[config.mk]
export PLATFORM = sky130hd
export DESIGN_NAME = vx_sched_bar_track
export DESIGN_NICKNAME = d
export VERILOG_FILES = /design/src/rtl/vx_sched_bar_track.sv
export SDC_FILE = /design/constraint.sdc
export NUM_CORES = 1
export LEC_CHECK = 0
export BUFFER_PORTS_ARGS = -buffer_cell sky130_fd_sc_hd__buf_4
export CAP_MARGIN = 20
export CORE_AREA = 2 2 40 42
export CTS_CLUSTER_SIZE = 24
export DETAILED_ROUTE_END_ITERATION = 7
export DIE_AREA = 0 0 42 44
export PLACE_DENSITY = 0.67
export SYNTH_ARGS = -nofsm -noshare
export SYNTH_HDL_FRONTEND = slang
export SYNTH_SLANG_ARGS = --single-unit
[constraint.sdc]
create_clock -name clk -period 1.6 [get_ports clk]
set_input_delay 0.08 -clock clk [delete_from_list [all_inputs] [get_ports clk]]
set_output_delay 0.08 -clock clk [all_outputs]
set_load 0.05 [all_outputs]
[src/rtl/vx_sched_bar_track.sv]
// One local barrier: arrived mask, arrival count, latched size, and the
// duplicate / size-mismatch / escape detection for that barrier id.
module vx_sched_bar_track #(
  parameter  int unsigned NUM_WARPS = 4,
  localparam int unsigned NW_W      = $clog2(NUM_WARPS)
) (
  input  logic                 clk,
  input  logic                 reset,
  input  logic                 arrive_i,
  input  logic [NW_W-1:0]      wid_i,
  input  logic [NW_W-1:0]      size_m1_i,
  input  logic [NUM_WARPS-1:0] stalled_i,
  output logic                 dup_c_o,
  output logic                 size_err_c_o,
  output logic                 escape_c_o,
  output logic [NW_W-1:0]      escape_wid_c_o
);

  logic [NUM_WARPS-1:0] mask_q, mask_d;
  logic [NW_W-1:0]      cnt_q, cnt_d;
  logic [NW_W-1:0]      size_q, size_d;
  logic [NW_W-1:0]      eff_size;
  logic [NUM_WARPS-1:0] esc_mask;
  logic                 release_c;

  always_ff @(posedge clk or posedge reset) begin
    if (reset) begin
      mask_q <= '0;
      cnt_q  <= '0;
      size_q <= '0;
    end else begin
      mask_q <= mask_d;
      cnt_q  <= cnt_d;
      size_q <= size_d;
    end
  end

  // The first arrival defines the size; a release empties the barrier next edge.
  always_comb begin
    mask_d       = mask_q;
    cnt_d        = cnt_q;
    size_d       = size_q;
    dup_c_o      = arrive_i & mask_q[wid_i];
    eff_size     = (cnt_q == '0) ? size_m1_i : size_q;
    release_c    = arrive_i & ~dup_c_o & (cnt_q == eff_size);
    size_err_c_o = arrive_i & (cnt_q != '0) & (size_m1_i != size_q);
    if (arrive_i & ~dup_c_o) begin
      if (release_c) begin
        mask_d = '0;
        cnt_d  = '0;
      end else begin
        mask_d[wid_i] = 1'b1;
        cnt_d         = cnt_q + NW_W'(1);
        if (cnt_q == '0) size_d = size_m1_i;
      end
    end
  end

  // A releasing barrier never reports an escape in its release cycle.
  always_comb begin
    esc_mask       = mask_q & ~stalled_i;
    escape_c_o     = (|esc_mask) & ~release_c;
    escape_wid_c_o = '0;
    for (int w = NUM_WARPS - 1; w >= 0; w--) begin
      if (esc_mask[w]) escape_wid_c_o = NW_W'(w);
    end
  end

endmodule

==> flow_metrics.py, run 1 <==
metrics = {
    "status": {
        "status": "finished, violations left",
        "violations": "negative setup slack",
    },
    "sta": {
        "worst-slew-pin-transition_ns": 0.422,
        "setup_tns_ns": -0.601,
        "slew_headroom_pct": 71.8,
        "slew_viol_final": 0,
        "fmax_ghz": 0.555,
        "period_needed_ns": 1.80,
        "holdWs_ns": 0.131,
        "rsz0062_at_grt": "yes",
        "setup_ws_ns": -0.203,
        "setup_viol": 8,
        "skew_ns": 0.000916,
        "fin_crit_sh_pct": 113,
        "timing.final.hold_violations": 0,
    },
    "worst_setup_path": {
        "cp-start-kind": "register",
        "setup.worst_path.end": "escape_c_o",
        "setup.worst_path.start": "cnt_q[0]",
        "reg2reg_setup_slack_ns": -0.08,
        "crit_fanout": 3,
        "crit_required_ns": 1.52,
        "worstRegToRegCells": 8,
        "worstSetupEndpointType": "output pin",
        "arrival_ns": 1.72,
        "r2r_start": "cnt_q[0]",
        "r2r-end": "mask_q[1]",
        "path_class": "reg2out",
    },
    "cts": {
        "cts_buffers": 3,
        "cts_buffer_depth": 2,
        "htreeDepth": 1,
        "clk_pin_slew_ns": 0.05,
        "cts_tree": "done",
        "cts_sinks": 8,
        "root_buffer": "clkbuf_4",
        "clkLatencyLatePin_ns": 0.25,
    },
    "layout": {
        "area_growth_pct": 70.8,
        "diodes": 0,
        "drive_gt1_share_pct": 54.1,
        "finish.instance_area_um2": 975,
        "nets": 112,
    },
    "synthesis": {
        "syn-num-nets": 77,
        "synth_seq_area_share_pct": 35.1,
        "ys_warn_count": 0,
        "synth_top_family_by_area": "compound AO/OA/AOI/OAI gates",
        "postSynthCellCount": 65,
        "synth-xor-area-share_pct": 7.46,
        "yosys.area_share.adder_pct": 2.19,
        "ys_types": 23,
        "synth-compound-area-share_pct": 24.1,
        "synth-seq-cells": 8,
        "synthSimpleGateAreaFrac_pct": 19.5,
        "synth_area_per_cell_um2": 8.78,
        "synth.area.mux_share_pct": 7.02,
        "synth_area_um2": 571,
    },
    "min_path": {
        "min-delay-start": "size_m1_i[0]",
        "hp-class": "in2reg",
    },
    "detailed_routing": {
        "ant_nets": 0,
        "vias": 584,
        "vias_per_cell": 5.12,
        "drtPass1Iterations": 5,
        "wl_per_cell_um": 12.7,
        "route.detailed.drc": 0,
        "totalWireLength_um": 1450,
        "drtIter0Drc": 11,
    },
    "pwr": {
        "p_comb_share_pct": 71.1,
        "vdd_drop_max_v": 0.00114,
        "p_switching_w": 0.000779,
        "power_frac_clock_pct": 8.4,
        "p_leak_nw": 0.431,
        "p_seq_share_pct": 20.5,
        "internal_power_w": 0.00102,
        "power_density_mw_per_mm2": 1850,
        "sw_frac_of_total_pct": 43.2,
    },
    "die": {
        "dieHeight_um": 44,
        "die_area_mm2": 0.00185,
        "io_pins": 16,
        "core-area_mm2": 0.00142,
        "die_w_um": 42,
        "initial_core_util_pct": 40.2,
        "num_rows": 14,
    },
    "placed_design": {
        "gp_congestion": 0.748,
        "pre_cts_slack_ns": -0.0482,
        "dp_hpwl_um": 1070,
        "placed_area_um2": 813,
        "io_buffers": 15,
    },
    "global_routing": {
        "grt_pass1_wl_um": 2450,
        "grt_max_degree": 9,
        "grtUsageTotal_pct": 17.3,
        "overflow": 0,
        "grt_pass1_vias": 594,
        "grt_antenna_before_repair": 0,
    },
    "run": {
        "maxCapViolations": 0,
    },
}
logic make-up (layout without fill, tap and decap cells):
family	after synthesis	count (layout)
XOR/XNOR	4	4
buffers and inverters	7	40
multiplexers	4	4
adder cells (fa/ha/maj)	1	1
AO/OA/AOI/OAI	20	20
AND/OR/NAND/NOR	21	21
flip-flops	8	8
power by group through the flow:
stage	clock [W]	sequential (W)	combinational, W
finish	0.000151	0.000370	0.00128
global route	0.000166	0.000382	0.00137
CTS	0.000161	0.000351	0.00113
detailed placement	0	0.000349	0.00100
global placement	0	0.000348	0.000988
floorplan	0	0.000342	0.000661
placed cells by master (no fill, tap or decap):
cell type,netlist,layout
o211ai_1,2,2
and3_4,0,1
ha_4,0,1
inv_2,0,2
nor2_1,8,4
xnor2_2,1,2
a22o_2,1,1
o21ai_0,4,1
nand2_1,2,2
a21oi_1,8,6
buf_4,0,24
xnor2_1,3,2
a221oi_2,1,1
o22ai_4,0,1
nor3b_4,0,1
a31oi_1,1,1
dlygate4sd3_1,0,1
mux2i_1,4,1
a21oi_2,0,1
a21oi_4,0,1
and2_1,1,1
clkbuf_4,0,3
dfrtp_1,8,8
mux2i_2,0,1
and3_1,2,1
a32oi_4,0,1
nor3_2,0,1
nor2_2,0,4
inv_1,7,5
o21ai_1,0,3
o22a_1,1,1
buf_6,0,5
nor2b_1,4,4
nand2b_1,2,2
mux2i_4,0,2
worst min path at each step:
| stage | end | cells past startpoint |
|---|---|---|
| after CTS | size_q[0] | 3 |
| after detailed placement | mask_q[0] | 2 |
| after global placement | mask_q[1] | 2 |
| after floorplan | cnt_q[0] | 1 |
| final | size_q[0] | 3 |
| after global routing | size_q[0] | 3 |
registers in the layout (all words and copies together) (netlist names):
register,cells
cnt_q,2
size_q,2
mask_q,4
Yosys cell counts:
library cell / instances / area share (%)
a21oi_1: 8 / 7.0
dfrtp_1: 8 / 35
nor2_1: 8 / 5.3
inv_1: 7 / 4.6
mux2i_1: 4 / 7.0
nor2b_1: 4 / 4.4
o21ai_0: 4 / 3.5
xnor2_1: 3 / 4.6
and3_1: 2 / 2.2
nand2_1: 2 / 1.3
nand2b_1: 2 / 2.2
o211ai_1: 2 / 2.6
a221oi_2: 1 / 2.6
a22o_2: 1 / 1.8
a31oi_1: 1 / 1.1
a32oi_2: 1 / 2.9
and2_1: 1 / 1.1
ha_1: 1 / 2.2
nor3_1: 1 / 0.88
nor3b_2: 1 / 2.2
o22a_1: 1 / 1.5
o22ai_1: 1 / 1.1
xnor2_2: 1 / 2.9
repair_timing:
action / in CTS / in global routing
endpoints found under the hold margin: 8 / 0
setup endpoints to repair: 2 / 9
gates resized for setup: 7 / 15
pin swaps: 4 / 6
hold buffers: 1 / 0
buffers inserted: 3 / 2
cloned: 0 / 0
final cells by class:
type / instances / area, um^2
multi-input cells: 50 / 459
fillers: 117 / 444
repair buffers: 30 / 246
flip-flops and latches: 8 / 200
inverters: 7 / 26.3
clock buffers: 3 / 22.5
well taps: 16 / 20.0
worst max-delay path, cell delays in order (launching register included):
cell	delay, ns
dfrtp_1	0.38
inv_2	0.08
ha_4	0.18
mux2i_4	0.24
xnor2_2	0.11
nor3b_4	0.27
a21oi_4	0.04
buf_6	0.16
metrics by stage:
stage | total power (W) | util, % | instances
after floorplan | 0.00100 | - | 65
after global placement | 0.00134 | 57.3 | 105
after detailed placement | 0.00135 | 57.3 | 105
after CTS | 0.00164 | 63.2 | 112
after global routing | 0.00192 | 68.7 | 114
final | 0.00180 | 68.7 | 114
metal layers:
metal  global-route usage (%)  part of all wire [%]  vias up
li1                         -                     -      298
met1                     23.0                    44      275
met2                     27.8                    51        9
met3                     2.92                   3.5        2
met4                     7.74                  0.97        0
met5                        0                     0        -
Note: power is estimated with default switching activity, not from simulation.
==> run 2: changes to the inputs <==
--- a/config.mk
+++ b/config.mk
@@ -11,7 +11,7 @@
 export CTS_CLUSTER_SIZE = 24
 export DETAILED_ROUTE_END_ITERATION = 7
 export DIE_AREA = 0 0 42 44
-export PLACE_DENSITY = 0.67
+export PLACE_DENSITY = 0.77
 export SYNTH_ARGS = -nofsm -noshare
 export SYNTH_HDL_FRONTEND = slang
 export SYNTH_SLANG_ARGS = --single-unit
==> run 2 against run 1 <==
Wire length increased by 9.6%. The flow still finishes with violations (negative setup slack). Highest routed layer unchanged. Sequential cell count unchanged. Clock power about the same.
==> flow_metrics.py, run 2 (synthesis results as in run 1) <==
metrics = {
    "sta": {
        "timing.final.hold_violations": 0,
        "rsz0062_at_grt": "yes",
        "setup_ws_ns": -0.214,
        "setup_tns_ns": -0.586,
        "slew_viol_final": 0,
        "period_needed_ns": 1.81,
        "fin_crit_sh_pct": 113,
        "slew_headroom_pct": 74.4,
        "worst-slew-pin-transition_ns": 0.384,
        "setup_viol": 7,
        "fmax_ghz": 0.551,
        "skew_ns": 0.00504,
    },
    "detailed_routing": {
        "route.detailed.drc": 0,
        "totalWireLength_um": 1590,
        "drtIter0Drc": 14,
        "vias_per_cell": 5.36,
        "vias": 606,
        "wl_per_cell_um": 14.0,
        "drtPass1Iterations": 4,
        "ant_nets": 0,
    },
    "pwr": {
        "p_switching_w": 0.000780,
        "internal_power_w": 0.000997,
        "finalPower_w": 0.00178,
        "power_density_mw_per_mm2": 1860,
        "power_frac_clock_pct": 8.6,
        "p_seq_share_pct": 20.4,
        "p_comb_share_pct": 71.0,
        "p_leak_nw": 0.422,
        "vdd_drop_max_v": 0.00108,
        "sw_frac_of_total_pct": 43.9,
    },
    "cts": {
        "root_buffer": "clkbuf_4",
        "htreeDepth": 1,
        "cts_tree": "done",
        "cts_buffers": 3,
        "clkLatencyLatePin_ns": 0.25,
        "clk_pin_slew_ns": 0.06,
        "cts_sinks": 8,
        "cts_buffer_depth": 2,
    },
    "global_routing": {
        "grt_pass1_vias": 617,
        "grt_antenna_before_repair": 0,
        "grtUsageTotal_pct": 18.5,
        "grt_pass1_wl_um": 2510,
        "grt_max_degree": 9,
        "overflow": 0,
    },
    "placed_design": {
        "io_buffers": 15,
        "gp_congestion": 0.838,
        "dp_hpwl_um": 1110,
    },
    "worst_setup_path": {
        "crit_fanout": 4,
        "cp-start-kind": "register",
        "crit_required_ns": 1.52,
        "cp_slowest_stage_delay_ns": 0.38,
        "path_class": "reg2out",
        "reg2reg_setup_slack_ns": -0.08,
        "worstSetupEndpointType": "output pin",
        "arrival_ns": 1.73,
        "slowest_stage": "dfrtp_1",
        "path_cells": "inv_2 -> ha_4 -> mux2i_4 -> xnor2_2 -> nor3b_4 -> a21oi_4 -> buf_6",
    },
    "layout": {
        "final_cell_mix": "buf_4, dfrtp_1, a21oi_1",
        "layout_commonest_cell": "buf_4",
        "n_fill_cell": 114,
        "largest_reg_flops": 4,
        "multi_input_area_um2": 454,
        "nets": 111,
        "reg_top3": "mask_q: 4 flops, cnt_q: 2 flops, size_q: 2 flops",
        "largest_register": "mask_q",
        "diodes": 0,
        "drive_gt1_share_pct": 54.6,
        "regArea_um2": 200,
        "area_growth_pct": 67.3,
    },
    "status": {
        "violations": "negative setup slack",
        "status": "finished, violations left",
    },
    "die": {
        "initial_core_util_pct": 40.2,
        "num_rows": 14,
        "die_w_um": 42,
        "dieHeight_um": 44,
        "core-area_mm2": 0.00142,
        "die_area_mm2": 0.00185,
        "io_pins": 16,
    },
    "run": {
        "maxCapViolations": 0,
    },
    "min_path": {
        "hp-class": "in2reg",
    },
}
## run 2: layout make-up
type / instances / area share (%)
well taps: 16 / 2.10
inverters: 7 / 2.75
repair buffers: 29 / 24.2
flip-flops and latches: 8 / 21.0
clock buffers: 3 / 2.36
multi-input cells: 50 / 47.6
## run 2: repair_timing
item | in CTS | in global routing
pin swaps | 6 | 8
buffers inserted | 3 | 4
endpoints found under the hold margin | 8 | 0
hold buffers | 1 | 0
gates resized for setup | 7 | 13
cloned | 0 | 0
endpoints found under the setup margin | 3 | 10
## run 2: power groups by stage
stage	combinational [W]	clock, W	sequential (W)
after detailed placement	0.00102	0	0.000346
after global routing	0.00134	0.000170	0.000372
after floorplan	0.000661	0	0.000342
after global placement	0.000994	0	0.000342
final	0.00126	0.000154	0.000362
after CTS	0.00112	0.000156	0.000351
## run 2: per-layer routing
| metal | up-vias | global-route usage (%) | share of wire [%] |
|---|---|---|---|
| met5 | - | 0 | 0 |
| met3 | 4 | 3.75 | 3.8 |
| met4 | 0 | 12.3 | 2.1 |
| met2 | 16 | 33.8 | 56 |
| met1 | 290 | 19.3 | 38 |
| li1 | 296 | - | - |
## run 2: stage by stage
stage	util, %	area, um^2	hold slack (ns)	cells	setup WS (ns)
global placement	57.8	821	0.0491	106	0.0386
CTS	63.1	896	0.127	112	-0.206
global route	67.3	955	0.145	113	-0.284
detailed placement	57.8	821	0.0529	106	-0.0143
finish	67.3	955	0.124	113	-0.214
floorplan	-	613	-0.104	65	-0.0541
## run 2: worst paths after layout
path	start	to	cells past startpoint
min in group asynchronous	reset	mask_q[0]	3
worst max-delay path	cnt_q[0]	escape_c_o	7
worst max register to register	cnt_q[0]	mask_q[3]	8
worst min register to register	mask_q[1]	mask_q[1]	2
worst min-delay path	wid_i[0]	mask_q[1]	3
max in group asynchronous	reset	mask_q[2]	3
## run 2: worst max-delay path: cells and delay by family (launching register included)
| kind | cells | cell delay, ns |
|---|---|---|
| DFF | 1 | 0.38 |
| and+or+nand+nor | 1 | 0.26 |
| muxes | 1 | 0.26 |
| buffers and inverters | 2 | 0.24 |
| AOI/OAI and AO/OA | 1 | 0.05 |
| xor gates and xnor gates | 1 | 0.11 |
| adders and majority gates | 1 | 0.19 |
==> run 3: changes to the inputs <==
--- a/config.mk
+++ b/config.mk
@@ -12,6 +12,7 @@
 export DETAILED_ROUTE_END_ITERATION = 7
 export DIE_AREA = 0 0 42 44
 export PLACE_DENSITY = 0.77
+export SETUP_SLACK_MARGIN = 0.3
 export SYNTH_ARGS = -nofsm -noshare
 export SYNTH_HDL_FRONTEND = slang
 export SYNTH_SLANG_ARGS = --single-unit
==> run 3 against run 2 <==
The flow still finishes with violations (negative setup slack). Design area up 11%. Global-route usage up 0.84 points. Sequential power barely moved. Clock-buffer cell count unchanged. Total power grew 14%. Core utilization is 7.5 points higher. Non-clock buffer count grew 7. Die area unchanged. Via count is 3.3% higher. Clock skew grew 0.0028 ns. Sequential cell count did not move. Wire length rose by 11%.
==> flow_metrics.py, run 3 (synthesis results as in run 1) <==
metrics = {
    "cts": {
        "root_buffer": "clkbuf_4",
        "clkLatencyLatePin_ns": 0.26,
        "cts_buffer_depth": 2,
        "clk_pin_slew_ns": 0.06,
        "cts_buffers": 3,
        "cts_tree": "done",
        "cts_sinks": 8,
        "htreeDepth": 1,
    },
    "worst_setup_path": {
        "r2r-end": "size_q[1]",
        "setup.worst_path.start": "cnt_q[0]",
        "cp-start-kind": "register",
        "r2r_start": "cnt_q[1]",
        "setup.worst_path.end": "escape_c_o",
        "crit_fanout": 3,
        "arrival_ns": 1.80,
        "worstRegToRegCells": 8,
        "path_cells": "inv_2 -> ha_4 -> mux2i_4 -> xnor2_2 -> nor3b_2 -> buf_4 -> a21oi_4 -> buf_6",
        "worstSetupEndpointType": "output pin",
        "path_class": "reg2out",
        "cp_slowest_stage_delay_ns": 0.39,
        "reg2reg_setup_slack_ns": -0.09,
        "cp.depth": 8,
        "cp_num_buf_inv": 3,
        "slowest_stage": "dfrtp_1",
        "cpLargestDelayFamily": "buffers and inverters",
        "crit_required_ns": 1.52,
    },
    "global_routing": {
        "grt_max_degree": 9,
        "grt_pass1_wl_um": 2650,
        "overflow": 0,
        "grt_pass1_vias": 619,
        "grt_antenna_before_repair": 0,
        "grtUsageTotal_pct": 19.4,
    },
    "layout": {
        "area_growth_pct": 86.0,
        "multi_input_area_um2": 482,
        "regArea_um2": 200,
        "layout_commonest_cell": "buf_4",
        "n_fill_cell": 90,
        "stdcell_count": 120,
        "reg_top3": "mask_q: 4 flops, cnt_q: 2 flops, size_q: 2 flops",
        "largest_reg_flops": 4,
        "largest_register": "mask_q",
        "final_cell_mix": "buf_4, dfrtp_1, buf_6",
        "drive_gt1_share_pct": 61.5,
        "diodes": 0,
        "nets": 118,
    },
    "detailed_routing": {
        "vias": 626,
        "drtPass1Iterations": 3,
        "wl_per_cell_um": 14.7,
        "totalWireLength_um": 1760,
        "drtIter0Drc": 12,
        "route.detailed.drc": 0,
        "ant_nets": 0,
        "vias_per_cell": 5.22,
    },
    "pwr": {
        "vdd_drop_max_v": 0.00134,
        "finalPower_w": 0.00202,
        "p_leak_nw": 0.474,
        "power_density_mw_per_mm2": 1900,
    },
    "sta": {
        "setup_ws_ns": -0.276,
        "rsz0062_at_grt": "yes",
        "skew_ns": 0.00787,
        "period_needed_ns": 1.88,
        "fin_crit_sh_pct": 117,
        "timing.final.hold_violations": 0,
        "slew_viol_final": 0,
        "slew_headroom_pct": 70.9,
        "setup_viol": 10,
        "worst-slew-pin-transition_ns": 0.436,
        "setup_tns_ns": -0.792,
        "fmax_ghz": 0.533,
    },
    "placed_design": {
        "io_buffers": 15,
        "dp.cells": 106,
        "pre_cts_slack_ns": -0.0293,
        "dp_hpwl_um": 1140,
        "gp_congestion": 0.806,
    },
    "min_path": {
        "min-delay-start": "size_m1_i[0]",
        "hp-class": "in2reg",
    },
    "status": {
        "status": "finished, violations left",
        "violations": "negative setup slack",
    },
    "die": {
        "die_area_mm2": 0.00185,
        "die_w_um": 42,
        "initial_core_util_pct": 40.2,
        "core-area_mm2": 0.00142,
        "dieHeight_um": 44,
        "io_pins": 16,
        "num_rows": 14,
    },
    "run": {
        "maxCapViolations": 0,
    },
}
## run 3: metrics by stage
stage	utilization (%)	cell area [um^2]	hold slack, ns
after floorplan	-	624	-0.104
after global placement	58.6	832	0.0523
after detailed placement	58.6	832	0.0578
after CTS	67.8	962	0.119
after global routing	74.8	1060	0.166
final	74.8	1060	0.136
## run 3: layout make-up
| class | instances | share of cell area, % |
|---|---|---|
| well taps | 16 | 1.89 |
| clock buffers | 3 | 2.12 |
| inverters | 7 | 2.48 |
| multi-input cells | 50 | 45.4 |
| repair buffers | 36 | 29.2 |
| flip-flops and latches | 8 | 18.9 |
## run 3: repair_timing
| action | CTS | global route |
|---|---|---|
| endpoints found under the hold margin | 8 | 0 |
| pin swaps | 8 | 4 |
| resized for setup | 14 | 15 |
| setup endpoints to repair | 12 | 13 |
| hold buffers | 1 | 0 |
| setup buffers | 5 | 5 |
## run 3: power breakdown
part           internal, W  total (W)  leakage, nW  switching [W]
combinational     0.000814    0.00149        0.374       0.000679
sequential        0.000279   0.000364       0.0859      0.0000849
clock            0.0000864   0.000163       0.0138      0.0000768
## run 3: worst min path at each step
stage,end,slack (ns),cells after the start
global route,size_q[0],0.17,3
global placement,mask_q[0],0.05,2
detailed placement,mask_q[1],0.06,2
floorplan,cnt_q[0],-0.10,1
CTS,size_q[0],0.12,3
finish,size_q[0],0.14,3
## run 3: worst register-to-register path, delay by kind of cell (launching register included)
kind	cells	cell delay [ns]
DFF	1	0.37
and+or+nand+nor	2	0.27
AOI/OAI and AO/OA	2	0.47
buffers and inverters	3	0.33
adders and majority gates	1	0.18
## run 3: per-layer routing
metal,global-route usage [%],share of wire (%)
met5,0,0
met4,9.68,1.3
met3,2.50,3.0
met2,34.1,50
met1,23.4,45
